<file path="config.mk">
export PLATFORM = sky130hd
export DESIGN_NAME = mux_scan_sequencer_flat
export DESIGN_NICKNAME = d
export VERILOG_FILES = /design/src/rtl/mux_scan_sequencer_if.sv /design/src/rtl/mux_scan_sequencer.sv /design/src/flat_wrapper.sv
export SDC_FILE = /design/constraint.sdc
export NUM_CORES = 1
export LEC_CHECK = 0
export BUFFER_PORTS_ARGS = -buffer_cell sky130_fd_sc_hd__buf_2
export CAP_MARGIN = 20
export CELL_PAD_IN_SITES_DETAIL_PLACEMENT = 2
export CELL_PAD_IN_SITES_GLOBAL_PLACEMENT = 2
export CORE_ASPECT_RATIO = 2
export CORE_MARGIN = 1.5
export CORE_UTILIZATION = 32
export CTS_CLUSTER_DIAMETER = 30
export DETAILED_ROUTE_END_ITERATION = 16
export PLACE_DENSITY_LB_ADDON = 0.05
export SLEW_MARGIN = 25
export SYNTH_ARGS = -nofsm -noshare
export SYNTH_HDL_FRONTEND = slang
export SYNTH_SLANG_ARGS = --single-unit
</file>
<file path="constraint.sdc">
create_clock -name clk -period 1.9 [get_ports clk]
set_input_delay 0.285 -clock clk [delete_from_list [all_inputs] [get_ports clk]]
set_output_delay 0.285 -clock clk [all_outputs]
set_load 0.02 [all_outputs]
</file>
<file path="src/rtl/mux_scan_sequencer_if.sv">
// mux_scan_sequencer_if: control, select and sample signals of the scan sequencer.
// The slave modport belongs to the sequencer. The master modport belongs to its controller.
// Optional macro: MUX_SCAN_PARITY_EN adds the scan_parity signal.
interface mux_scan_sequencer_if #(
    parameter int unsigned DWELL_W = 4
);
    logic               start;
    logic               stop;
    logic               continuous;
    logic [3:0]         ch_mask;
    logic [DWELL_W-1:0] dwell;
    logic               mux_out;
    logic               s0;
    logic               s1;
    logic               busy;
    logic               sample_valid;
    logic [1:0]         sample_ch;
    logic               sample_bit;
    logic               scan_done;
`ifdef MUX_SCAN_PARITY_EN
    logic               scan_parity;

    modport master (
        output start, stop, continuous, ch_mask, dwell, mux_out,
        input  s0, s1, busy, sample_valid, sample_ch, sample_bit, scan_done, scan_parity
    );
    modport slave (
        input  start, stop, continuous, ch_mask, dwell, mux_out,
        output s0, s1, busy, sample_valid, sample_ch, sample_bit, scan_done, scan_parity
    );
`else
    modport master (
        output start, stop, continuous, ch_mask, dwell, mux_out,
        input  s0, s1, busy, sample_valid, sample_ch, sample_bit, scan_done
    );
    modport slave (
        input  start, stop, continuous, ch_mask, dwell, mux_out,
        output s0, s1, busy, sample_valid, sample_ch, sample_bit, scan_done
    );
`endif
endinterface

</file>
<file path="src/rtl/mux_scan_sequencer.sv">
// mux_scan_sequencer: round-robin select sequencer for a 4:1 tri-state mux.
// It drives s1:s0, waits SETTLE cycles and samples mux_out.
// It then strobes the sample with its channel and dwells before moving to the next enabled channel.
// Optional macro: MUX_SCAN_PARITY_EN adds scan_parity, the XOR of the sample bits in a pass.
module mux_scan_sequencer #(
    parameter int unsigned DWELL_W = 4,
    parameter int unsigned SETTLE  = 2
) (
    input logic                 clk,
    input logic                 rst,
    mux_scan_sequencer_if.slave bus
);
    localparam int unsigned CntW = (DWELL_W > 4) ? DWELL_W : 4;

    typedef enum logic [1:0] {StIdle, StSettle, StDwell} state_e;

    state_e             state_q, state_d;
    logic [1:0]         ch_q, ch_d;
    logic [3:0]         mask_q, mask_d;
    logic [DWELL_W-1:0] dwell_q, dwell_d;
    logic               cont_q, cont_d;
    logic [CntW-1:0]    cnt_q, cnt_d;
    logic               valid_q, valid_d;
    logic               done_q, done_d;
    logic               bit_q, bit_d;
    logic [1:0]         sch_q, sch_d;
    logic               par_q, par_d;
    logic               above_found;
    logic [1:0]         above_ch;
    logic [1:0]         start_ch;
    logic [1:0]         wrap_ch;

    // Lowest enabled channel of a mask (descending scan so the lowest index wins).
    function automatic logic [1:0] lowest_ch(input logic [3:0] m);
        logic [1:0] r;
        r = 2'd0;
        for (int i = 3; i >= 0; i--) begin
            if (m[i]) r = 2'(i);
        end
        return r;
    endfunction

    // Next enabled channel strictly above the current one, if any.
    always_comb begin
        above_found = 1'b0;
        above_ch    = ch_q;
        for (int i = 3; i >= 0; i--) begin
            if (mask_q[i] && (2'(i) > ch_q)) begin
                above_found = 1'b1;
                above_ch    = 2'(i);
            end
        end
        start_ch = lowest_ch(bus.ch_mask);
        wrap_ch  = lowest_ch(mask_q);
    end

    // Next-state logic: scan sequencing, sample capture and idle clearing on stop or end of pass.
    always_comb begin
        state_d = state_q;
        ch_d    = ch_q;
        mask_d  = mask_q;
        dwell_d = dwell_q;
        cont_d  = cont_q;
        cnt_d   = cnt_q;
        valid_d = 1'b0;
        done_d  = 1'b0;
        bit_d   = bit_q;
        sch_d   = sch_q;
        par_d   = par_q;
        if (bus.stop) begin
            // Abort: the in-flight sample is dropped and everything returns to idle values.
            state_d = StIdle;
            ch_d    = 2'd0;
            mask_d  = 4'd0;
            dwell_d = '0;
            cont_d  = 1'b0;
            cnt_d   = '0;
            bit_d   = 1'b0;
            sch_d   = 2'd0;
            par_d   = 1'b0;
        end else begin
            unique case (state_q)
                StIdle: begin
                    if (bus.start && (bus.ch_mask != 4'd0)) begin
                        state_d = StSettle;
                        mask_d  = bus.ch_mask;
                        dwell_d = bus.dwell;
                        cont_d  = bus.continuous;
                        ch_d    = start_ch;
                        cnt_d   = '0;
                        par_d   = 1'b0;
                    end
                end
                StSettle: begin
                    if (cnt_q == CntW'(SETTLE - 1)) begin
                        state_d = StDwell;
                        cnt_d   = '0;
                        valid_d = 1'b1;
                        done_d  = !above_found;
                        bit_d   = bus.mux_out;
                        sch_d   = ch_q;
                        par_d   = par_q ^ bus.mux_out;
                    end else begin
                        cnt_d = cnt_q + CntW'(1);
                    end
                end
                StDwell: begin
                    if (cnt_q == CntW'(dwell_q)) begin
                        cnt_d = '0;
                        if (above_found) begin
                            state_d = StSettle;
                            ch_d    = above_ch;
                        end else if (cont_q) begin
                            state_d = StSettle;
                            ch_d    = wrap_ch;
                            par_d   = 1'b0;
                        end else begin
                            state_d = StIdle;
                            ch_d    = 2'd0;
                            mask_d  = 4'd0;
                            dwell_d = '0;
                            cont_d  = 1'b0;
                            bit_d   = 1'b0;
                            sch_d   = 2'd0;
                        end
                    end else begin
                        cnt_d = cnt_q + CntW'(1);
                    end
                end
                default: state_d = StIdle;
            endcase
        end
    end

    // State and output registers with synchronous reset.
    always_ff @(posedge clk) begin
        if (rst) begin
            state_q <= StIdle;
            ch_q    <= 2'd0;
            mask_q  <= 4'd0;
            dwell_q <= '0;
            cont_q  <= 1'b0;
            cnt_q   <= '0;
            valid_q <= 1'b0;
            done_q  <= 1'b0;
            bit_q   <= 1'b0;
            sch_q   <= 2'd0;
            par_q   <= 1'b0;
        end else begin
            state_q <= state_d;
            ch_q    <= ch_d;
            mask_q  <= mask_d;
            dwell_q <= dwell_d;
            cont_q  <= cont_d;
            cnt_q   <= cnt_d;
            valid_q <= valid_d;
            done_q  <= done_d;
            bit_q   <= bit_d;
            sch_q   <= sch_d;
            par_q   <= par_d;
        end
    end

    assign bus.s0           = ch_q[0];
    assign bus.s1           = ch_q[1];
    assign bus.busy         = (state_q != StIdle);
    assign bus.sample_valid = valid_q;
    assign bus.sample_ch    = sch_q;
    assign bus.sample_bit   = bit_q;
    assign bus.scan_done    = done_q;
`ifdef MUX_SCAN_PARITY_EN
    assign bus.scan_parity  = par_q;
`else
    // The parity accumulator has no consumer without the parity port.
    logic unused_par;
    assign unused_par = par_q;
`endif
endmodule

</file>
<file path="src/flat_wrapper.sv">
// flat-port wrapper written by rule: the top's interface ports become plain ports
module mux_scan_sequencer_flat 
#(
    parameter int unsigned DWELL_W = 4,
    parameter int unsigned SETTLE  = 2
)
  (clk, rst, bus_start, bus_stop, bus_continuous, bus_ch_mask, bus_dwell, bus_mux_out, bus_s0, bus_s1, bus_busy, bus_sample_valid, bus_sample_ch, bus_sample_bit, bus_scan_done);
  mux_scan_sequencer_if #(.DWELL_W(DWELL_W)) bus_i ();
  input logic clk;
  input logic rst;
  input wire logic [$bits(bus_i.start)-1:0] bus_start;
  input wire logic [$bits(bus_i.stop)-1:0] bus_stop;
  input wire logic [$bits(bus_i.continuous)-1:0] bus_continuous;
  input wire logic [$bits(bus_i.ch_mask)-1:0] bus_ch_mask;
  input wire logic [$bits(bus_i.dwell)-1:0] bus_dwell;
  input wire logic [$bits(bus_i.mux_out)-1:0] bus_mux_out;
  output wire logic [$bits(bus_i.s0)-1:0] bus_s0;
  output wire logic [$bits(bus_i.s1)-1:0] bus_s1;
  output wire logic [$bits(bus_i.busy)-1:0] bus_busy;
  output wire logic [$bits(bus_i.sample_valid)-1:0] bus_sample_valid;
  output wire logic [$bits(bus_i.sample_ch)-1:0] bus_sample_ch;
  output wire logic [$bits(bus_i.sample_bit)-1:0] bus_sample_bit;
  output wire logic [$bits(bus_i.scan_done)-1:0] bus_scan_done;
  assign bus_i.start = bus_start;
  assign bus_i.stop = bus_stop;
  assign bus_i.continuous = bus_continuous;
  assign bus_i.ch_mask = bus_ch_mask;
  assign bus_i.dwell = bus_dwell;
  assign bus_i.mux_out = bus_mux_out;
  assign bus_s0 = bus_i.s0;
  assign bus_s1 = bus_i.s1;
  assign bus_busy = bus_i.busy;
  assign bus_sample_valid = bus_i.sample_valid;
  assign bus_sample_ch = bus_i.sample_ch;
  assign bus_sample_bit = bus_i.sample_bit;
  assign bus_scan_done = bus_i.scan_done;
  mux_scan_sequencer #(.DWELL_W(DWELL_W), .SETTLE(SETTLE)) u_core (.clk(clk), .rst(rst), .bus(bus_i));
endmodule
</file>
==> impl_metrics.yaml, run 1 <==
yosys:
  ys_ff_latch: 22
  synth_mux_area_share_pct: 2.67
  netlist_area_um2: 1170
  synth_top_family_by_area: "compound AO/OA/AOI/OAI gates"
  synth_ff_type: "dfxtp_1"
  synth_adder_area_share_pct: 6.41
  synthesis.nets: 147
  synthCells: 127
  yosysSeqAreaShare_pct: 37.6
  yosysWarnings: 0
  synthArstFlopShare_pct: 0
  synthSimpleGateAreaFrac_pct: 18.6
  synth_xor_area_share_pct: 2.99
  avgSynthCellArea_um2: 9.22
  ys_types: 38
  synth_edf_count: 0
  synth-compound-area-share_pct: 28.4
drt:
  vias_per_cell: 5.29
  ant_nets: 0
  num_vias: 1073
  drc_errors: 0
  drtIter0Drc: 8
  routedWlPerCell_um: 17.6
  totalWireLength_mm: 3.58
  drt_first_pass_iters: 4
sta:
  post-route-min-period_ns: 1.79
  fin_ws_ns: 0.109
  setup_viol: 0
  slew_viol_final: 0
  worst_slew_pin_slew_ns: 0.404
  clock_skew_ns: 0.00371
  finalSetupTns_ns: 0
  max_freq_ghz: 0.558
  holdWs_ns: 0.232
  min_period_over_period_pct: 94.2
  rsz0062_at_grt: "false"
  report.final.hold_viol_count: 0
  slew_headroom_pct: 72.9
clocking:
  tritoncts: "yes"
  htreeDepth: 1
  clk_pin_slew_worst_paths_ns: 0.08
  clk_latency_ns: 0.27
  cts_made_buffers: 3
  clk_path_buf_depth: 2
  post_cts_buffers: 0
  cts_hold_buf: 0
  clkSinkCount: 22
  cts_root_buffer: "clkbuf_8"
critical_path:
  path_class: "reg -> reg"
  cp.arrival_ns: 1.95
  max_stage_delay_ns: 0.46
  critPathSlowestCell: "dfxtp_1"
  path_cells: "xnor2_1 -> nand4_1 -> nor4_1 -> o22ai_2 -> a22o_1"
  start_kind: "flop"
  cp_max_fo: 8
  timing.critical_path.required_ns: 2.06
  cp-end-kind: "flop"
  critPathBufInv: 0
  critPathTopFamily: "simple AND/OR/NAND/NOR gates"
power:
  powerDensity_nw_per_um2: 666
  peakVddDrop_mv: 0.373
  p_leak_uw: 0.000607
run_status:
  outcome: "completed"
cells_and_area:
  seq_area_um2: 440
  area_growth_pct: 21.2
  multiInputGateArea_um2: 703
  final_common_cell: "dfxtp_1"
  antenna_cells: 0
  layout_common_cells: "dfxtp_1, buf_2, nand2_1, a22o_1, o21ai_0"
  drive_above_1_share_pct: 24.7
  nets: 176
  fillers: 420
floorplan:
  start_util_pct: 32.8
  dieArea_um2: 4050
  core_area_um2: 3570
  die_x_um: 45.8
  io_pins: 22
  dieHeight_um: 88.6
  num_rows: 31
place:
  place_congestion: 0.792
  detailed_place_hpwl_mm: 2.96
  io_buffer_count: 21
  preCtsSetupSlack_ns: 0.0425
global_routing:
  grt_pass1_vias: 1141
  grt_usage_pct: 19.3
  antenna_found_initial: 0
  grt_max_degree: 12
  grt_overflow: 0
  grt_first_pass_wirelength_mm: 5.67
hold_path:
  hold_class: "in -> reg"
flow_run:
  drv_cap: 0
## worst reg2reg max path: stages (launching register included)
cell and delay [ns]:
dfxtp_1 0.46, xnor2_1 0.20, nand4_1 0.20, nor4_1 0.36
o22ai_2 0.23, a22o_1 0.23
## layout make-up
class / count / area share [%]
Timing Repair Buffer: 26 / 10.1
Sequential cell: 22 / 31.0
Tap cell: 49 / 4.32
Clock buffer: 3 / 2.91
Multi-Input combinational cell: 95 / 49.6
Inverter: 8 / 2.12
## cell families after synthesis
family / Yosys count
AOI/OAI and AO/OA: 42
xor gates and xnor gates: 4
adders and majority gates: 6
buffers and inverters: 10
DFF: 22
muxes: 3
and+or+nand+nor: 40
## metrics by stage
step                      area, µm²  power, µW  std cells  utilization [%]
after CTS                      1410        959        203             39.4
after floorplan                1170        594        127                -
after global placement         1370        656        200             38.3
after detailed placement       1370        664        200             38.3
final                          1420        945        203             39.8
after global routing           1420        994        203             39.8
## worst paths after layout
path                                                      startpoint                              endpoint  slack (ns)  cells after the start
worst min register to register  u_core.bus.sample_ch[1]$_SDFFE_PP0P_  u_core.bus.sample_ch[1]$_SDFFE_PP0P_        0.48                      1
worst max-delay path                    u_core.cnt_q[2]$_SDFFE_PP0P_        u_core.dwell_q[2]$_SDFFE_PP0P_        0.11                      5
worst max register to register          u_core.cnt_q[2]$_SDFFE_PP0P_        u_core.dwell_q[2]$_SDFFE_PP0P_        0.11                      5
worst min-delay path                                    bus_dwell[3]        u_core.dwell_q[3]$_SDFFE_PP0P_        0.23                      2
## report_power, final
group,switching (µW),internal [µW],leakage (µW)
clock network,149,142,0.0000216
registers,13.8,474,0.000178
logic,99.3,65.7,0.000407
## flip-flops by register name, indices dropped and copies added, names as in the netlist
signal	flops
u_core.state_q	2
u_core.bus.scan_done	1
u_core.mask_q	4
u_core.ch_q	2
u_core.cnt_q	4
u_core.cont_q	1
u_core.bus.sample_ch	2
u_core.bus.sample_valid	1
u_core.dwell_q	4
u_core.bus.sample_bit	1
## cell usage after synthesis (3+ instances only)
cell | instances | area [µm²]
ha_1 | 6 | 75.1
a21oi_1 | 5 | 25.0
a22o_1 | 11 | 96.3
dfxtp_1 | 22 | 440
nor3b_1 | 3 | 22.5
nor2_1 | 5 | 18.8
nand2b_1 | 3 | 18.8
nor2b_1 | 3 | 18.8
inv_1 | 8 | 30.0
o21ai_0 | 9 | 45.0
nand3_1 | 5 | 25.0
xnor2_1 | 4 | 35.0
nand2_1 | 11 | 41.3
## layer usage
metal  wire, µm  GRT usage, %
met2       2260          39.4
met3         46          1.84
met4         51          5.45
met1       1220          18.8
met5          0             0
## repair_timing
| action | CTS | global route |
|---|---|---|
| resized for setup | 0 | 3 |
| hold endpoints to repair | 0 | 0 |
| setup endpoints to repair | 0 | 8 |
(Power assumes the default switching activity.)
==> inputs of run 2 (changes only) <==
--- a/config.mk
+++ b/config.mk
@@ -11,7 +11,8 @@
 export CELL_PAD_IN_SITES_GLOBAL_PLACEMENT = 2
 export CORE_ASPECT_RATIO = 2
 export CORE_MARGIN = 1.5
-export CORE_UTILIZATION = 32
+export CORE_UTILIZATION = 34
+export CTS_BUF_LIST = sky130_fd_sc_hd__clkbuf_4 sky130_fd_sc_hd__clkbuf_8
 export CTS_CLUSTER_DIAMETER = 30
 export DETAILED_ROUTE_END_ITERATION = 16
 export PLACE_DENSITY_LB_ADDON = 0.05
==> impl_metrics.yaml, run 2 (synthesis gave the netlist of run 1 again) <==
run_status:
  outcome: "completed"
clocking:
  cts_root_buffer: "clkbuf_8"
  clk_path_buf_depth: 2
  clk_pin_slew_worst_paths_ns: 0.08
  cts_hold_buf: 0
  clkSinkCount: 22
  clk_latency_ns: 0.26
  cts_made_buffers: 3
  tritoncts: "yes"
  cts_resized: 0
  htreeDepth: 1
  post_cts_buffers: 0
drt:
  totalWireLength_mm: 3.57
  ant_nets: 0
  num_vias: 1094
  drt_first_pass_iters: 2
  wl_met2_mm: 2.23
  drc_errors: 0
  vias_per_cell: 5.85
  top_layer_used: "met4"
  routedWlPerCell_um: 19.1
  wl_met1_mm: 1.26
  drtIter0Drc: 46
  route.met3.wl_um: 37
sta:
  finalSetupTns_ns: 0
  post-route-min-period_ns: 1.78
  slew_headroom_pct: 74.1
  report.final.hold_viol_count: 0
  rsz0062_at_grt: "false"
  setup_viol: 0
  clock_skew_ns: 0.00491
  worst_slew_pin_slew_ns: 0.383
  max_freq_ghz: 0.560
  slew_viol_final: 0
  min_period_over_period_pct: 93.9
cells_and_area:
  antenna_cells: 0
  final_cells: 187
  area_growth_pct: 20.1
  drive_above_1_share_pct: 25.2
  reg_top3: "u_core.cnt_q (4), u_core.dwell_q (4), u_core.mask_q (4)"
  nets: 177
  layout_common_cells: "buf_2, dfxtp_1, nand2_1, a22o_1, o21ai_0"
  fillers: 392
power:
  peakVddDrop_mv: 0.314
  p_leak_uw: 0.000618
  powerDensity_nw_per_um2: 673
hold_path:
  hold_class: "in -> reg"
  min_to: "u_core.bus.sample_bit$_SDFFE_PP0P_"
  holdPathStages: 2
  hold_start: "bus_mux_out"
global_routing:
  antenna_found_initial: 0
  grt_overflow: 0
  grt_usage_pct: 20.6
  grt_max_degree: 12
  grt_pass1_vias: 1190
  grt_first_pass_wirelength_mm: 5.82
place:
  place_congestion: 0.781
  detailed_place_hpwl_mm: 2.89
  io_buffer_count: 21
  dp_cells: 184
critical_path:
  cp.arrival_ns: 1.94
  path_class: "reg -> reg"
  cp_max_fo: 8
  cp-end-kind: "flop"
  timing.critical_path.required_ns: 2.06
  r2r_start: "u_core.cnt_q[2]$_SDFFE_PP0P_"
  start_kind: "flop"
  worst-r2r-setup-slack_ns: 0.12
  r2r-end: "u_core.dwell_q[3]$_SDFFE_PP0P_"
  reg2regPathDepth: 5
floorplan:
  dieHeight_um: 86
  num_rows: 30
  dieArea_um2: 3830
  io_pins: 22
  core_area_um2: 3340
  start_util_pct: 35.1
  die_x_um: 44.5
flow_run:
  drv_cap: 0
[run 2: how the worst max path moves through the flow]
stage	cells after the start	endpoint	slack [ns]	startpoint
after detailed placement	6	u_core.ch_q[1]$_SDFFE_PP0P_	0.09	u_core.state_q[0]$_SDFFE_PP0P_
final	5	u_core.dwell_q[3]$_SDFFE_PP0P_	0.12	u_core.cnt_q[2]$_SDFFE_PP0P_
after floorplan	5	u_core.mask_q[0]$_SDFFE_PP0P_	0.33	u_core.ch_q[1]$_SDFFE_PP0P_
after global placement	5	u_core.dwell_q[0]$_SDFFE_PP0P_	0.17	u_core.cnt_q[2]$_SDFFE_PP0P_
after CTS	6	u_core.ch_q[1]$_SDFFE_PP0P_	0.08	u_core.state_q[0]$_SDFFE_PP0P_
after global routing	5	u_core.dwell_q[3]$_SDFFE_PP0P_	0.007	u_core.dwell_q[2]$_SDFFE_PP0P_
[run 2: layer usage]
layer,track usage (%),vias to the layer above
met1,21.0,551
met4,6.61,0
met5,0,-
li1,-,533
met3,1.26,4
met2,40.7,6
[run 2: final cells by class]
type	instances	area [µm²]	area share, %
Multi-Input combinational cell	95	703	50.0
Timing Repair Buffer	27	150	10.7
Tap cell	32	40.0	2.85
Inverter	8	30.0	2.14
Sequential cell	22	442	31.4
Clock buffer	3	41.3	2.94
[run 2: critical path, stage by stage, from the launching register on]
cell and delay, ns:
dfxtp_1 0.33, xnor2_1 0.29, nand4_1 0.21, nor4_1 0.39
o22ai_2 0.23, a22o_1 0.23
[run 2: power by group]
group | leakage (µW) | internal, µW | switching, µW | total (µW)
registers | 0.000179 | 475 | 14.4 | 489
clock network | 0.0000216 | 142 | 153 | 295
logic | 0.000418 | 65.2 | 97.9 | 163
total | 0.000618 | 682 | 265 | 947
[run 2: metrics by stage]
stage	setup slack (ns)	instance area (µm²)	hold WS, ns	util, %	total power, µW
after global placement	0.170	1350	0.450	40.5	655
after global routing	0.00690	1410	0.240	42.1	993
after CTS	0.0849	1390	0.235	41.7	952
after floorplan	0.330	1170	0.418	-	594
final	0.116	1410	0.236	42.1	947
after detailed placement	0.0886	1350	0.454	40.5	661
==> inputs of run 3 (changes only) <==
--- a/config.mk
+++ b/config.mk
@@ -15,6 +15,7 @@
 export CTS_BUF_LIST = sky130_fd_sc_hd__clkbuf_4 sky130_fd_sc_hd__clkbuf_8
 export CTS_CLUSTER_DIAMETER = 30
 export DETAILED_ROUTE_END_ITERATION = 16
+export GPL_TIMING_DRIVEN = 0
 export PLACE_DENSITY_LB_ADDON = 0.05
 export SLEW_MARGIN = 25
 export SYNTH_ARGS = -nofsm -noshare
==> impl_metrics.yaml, run 3 (synthesis gave the netlist of run 1 again) <==
run_status:
  outcome: "completed"
power:
  p_clk_share_pct: 33.8
  powerDensity_nw_per_um2: 693
  seqPwrFrac_pct: 48.5
  peakVddDrop_mv: 0.408
  power_frac_comb_pct: 17.7
  p_int_uw: 729
  switching_power_uw: 279
  report.power.total_uw: 1010
  p_leak_uw: 0.000615
  switching_share_pct: 27.7
clocking:
  clk_latency_ns: 0.26
  cts_hold_buf: 0
  htreeDepth: 1
  cts_root_buffer: "clkbuf_8"
  cts_made_buffers: 3
  tritoncts: "yes"
  clk_pin_slew_worst_paths_ns: 0.08
  clkSinkCount: 22
  clk_path_buf_depth: 2
floorplan:
  dieArea_um2: 3830
  core_area_um2: 3340
  num_rows: 30
  dieHeight_um: 86
  io_pins: 22
  die_x_um: 44.5
  start_util_pct: 35.1
global_routing:
  antenna_found_initial: 0
  grt_first_pass_wirelength_mm: 5.91
  grt_pass1_vias: 1224
  grt_overflow: 0
  grt_max_degree: 13
  grt_usage_pct: 20.3
sta:
  report.final.hold_viol_count: 0
  fin_ws_ns: 0.0983
  worst_slew_pin_slew_ns: 0.719
  clock_skew_ns: 0.00301
  post-route-min-period_ns: 1.80
  max_freq_ghz: 0.555
  setup_viol: 0
  slew_viol_final: 0
  slew_headroom_pct: 51.9
  min_period_over_period_pct: 94.8
place:
  place_congestion: 0.725
  io_buffer_count: 21
  dp_cells: 180
  preCtsSetupSlack_ns: 0.0640
  detailed_place_hpwl_mm: 2.63
drt:
  drc_errors: 0
  totalWireLength_mm: 3.52
  drt_first_pass_iters: 4
  routedWlPerCell_um: 19.0
  vias_per_cell: 5.82
  ant_nets: 0
  drtIter0Drc: 27
  num_vias: 1076
hold_path:
  hold_class: "in -> reg"
critical_path:
  path_class: "reg -> reg"
  cp-end-kind: "flop"
  cp_max_fo: 8
  timing.critical_path.required_ns: 2.06
  cp.arrival_ns: 1.96
  start_kind: "flop"
cells_and_area:
  drive_above_1_share_pct: 26.8
  utilization_pct: 43.6
  layout_common_cells: "buf_2, dfxtp_1, a22o_1, nand2_1, o21ai_0"
  area_growth_pct: 24.4
  nets: 174
  antenna_cells: 0
  final_cells: 185
  reg_top3: "u_core.cnt_q (4), u_core.dwell_q (4), u_core.mask_q (4)"
flow_run:
  drv_cap: 0
-- run 3: changes by cell type in the layout (fill, tap and decap cells not counted), sizes merged --
cell	delta
buf	-4
clkbuf	+2
-- run 3: final cells by class --
type | instances | area [µm²]
multi-input cells | 95 | 757
fillers | 380 | 1880
clock buffers | 4 | 55.1
inverters | 8 | 30.0
flip-flops and latches | 22 | 440
repair buffers | 22 | 125
plain buffers | 2 | 8.76
well taps | 32 | 40.0
-- run 3: timing repair --
| item | in CTS | in global routing |
|---|---|---|
| pin swaps | 0 | 2 |
| setup buffers | 0 | 1 |
| setup endpoints to repair | 2 | 15 |
| resized for setup | 1 | 10 |
-- run 3: power by group through the flow --
stage                     sequential, µW  combinational, µW  clock, µW
after CTS                            489                161        343
final                                489                179        341
after global placement               498                150          0
after global routing                 491                199        378
after floorplan                      498               96.7          0
after detailed placement             500                156          0
-- run 3: worst paths after layout --
path / cells past startpoint / endpoint / slack [ns] / start
max: 5 / u_core.mask_q[3]$_SDFFE_PP0P_ / 0.1 / u_core.cnt_q[0]$_SDFFE_PP0P_
min: 2 / u_core.dwell_q[1]$_SDFFE_PP0P_ / 0.24 / bus_dwell[1]
max reg2reg: 5 / u_core.mask_q[3]$_SDFFE_PP0P_ / 0.1 / u_core.cnt_q[0]$_SDFFE_PP0P_
min reg2reg: 1 / u_core.bus.sample_ch[0]$_SDFFE_PP0P_ / 0.48 / u_core.bus.sample_ch[0]$_SDFFE_PP0P_
-- run 3: worst max-delay path, stage by stage (launching register included) --
cell	delay (ns)
dfxtp_1	0.47
xnor2_1	0.21
nand4_1	0.26
nor4_4	0.38
o22ai_4	0.17
a22o_1	0.22
-- run 3: stage by stage --
| step | hold slack, ns | TNS (ns) | cell area [µm²] |
|---|---|---|---|
| 6_report | 0.236 | 0 | 1460 |
| 5_1_grt | 0.234 | -0.0853 | 1460 |
| 4_1_cts | 0.241 | -0.00226 | 1380 |
| 3_5_place_dp | 0.454 | 0 | 1320 |
| 3_3_place_gp | 0.457 | 0 | 1320 |
| 2_1_floorplan | 0.418 | 0 | 1170 |
-- run 3: routing by layer --
layer	global-route usage, %	up-vias	part of all wire [%]
li1	-	528	-
met1	21.4	536	36
met2	39.4	8	62
met3	1.89	4	1.3
met4	5.79	0	1.1
met5	0	-	0
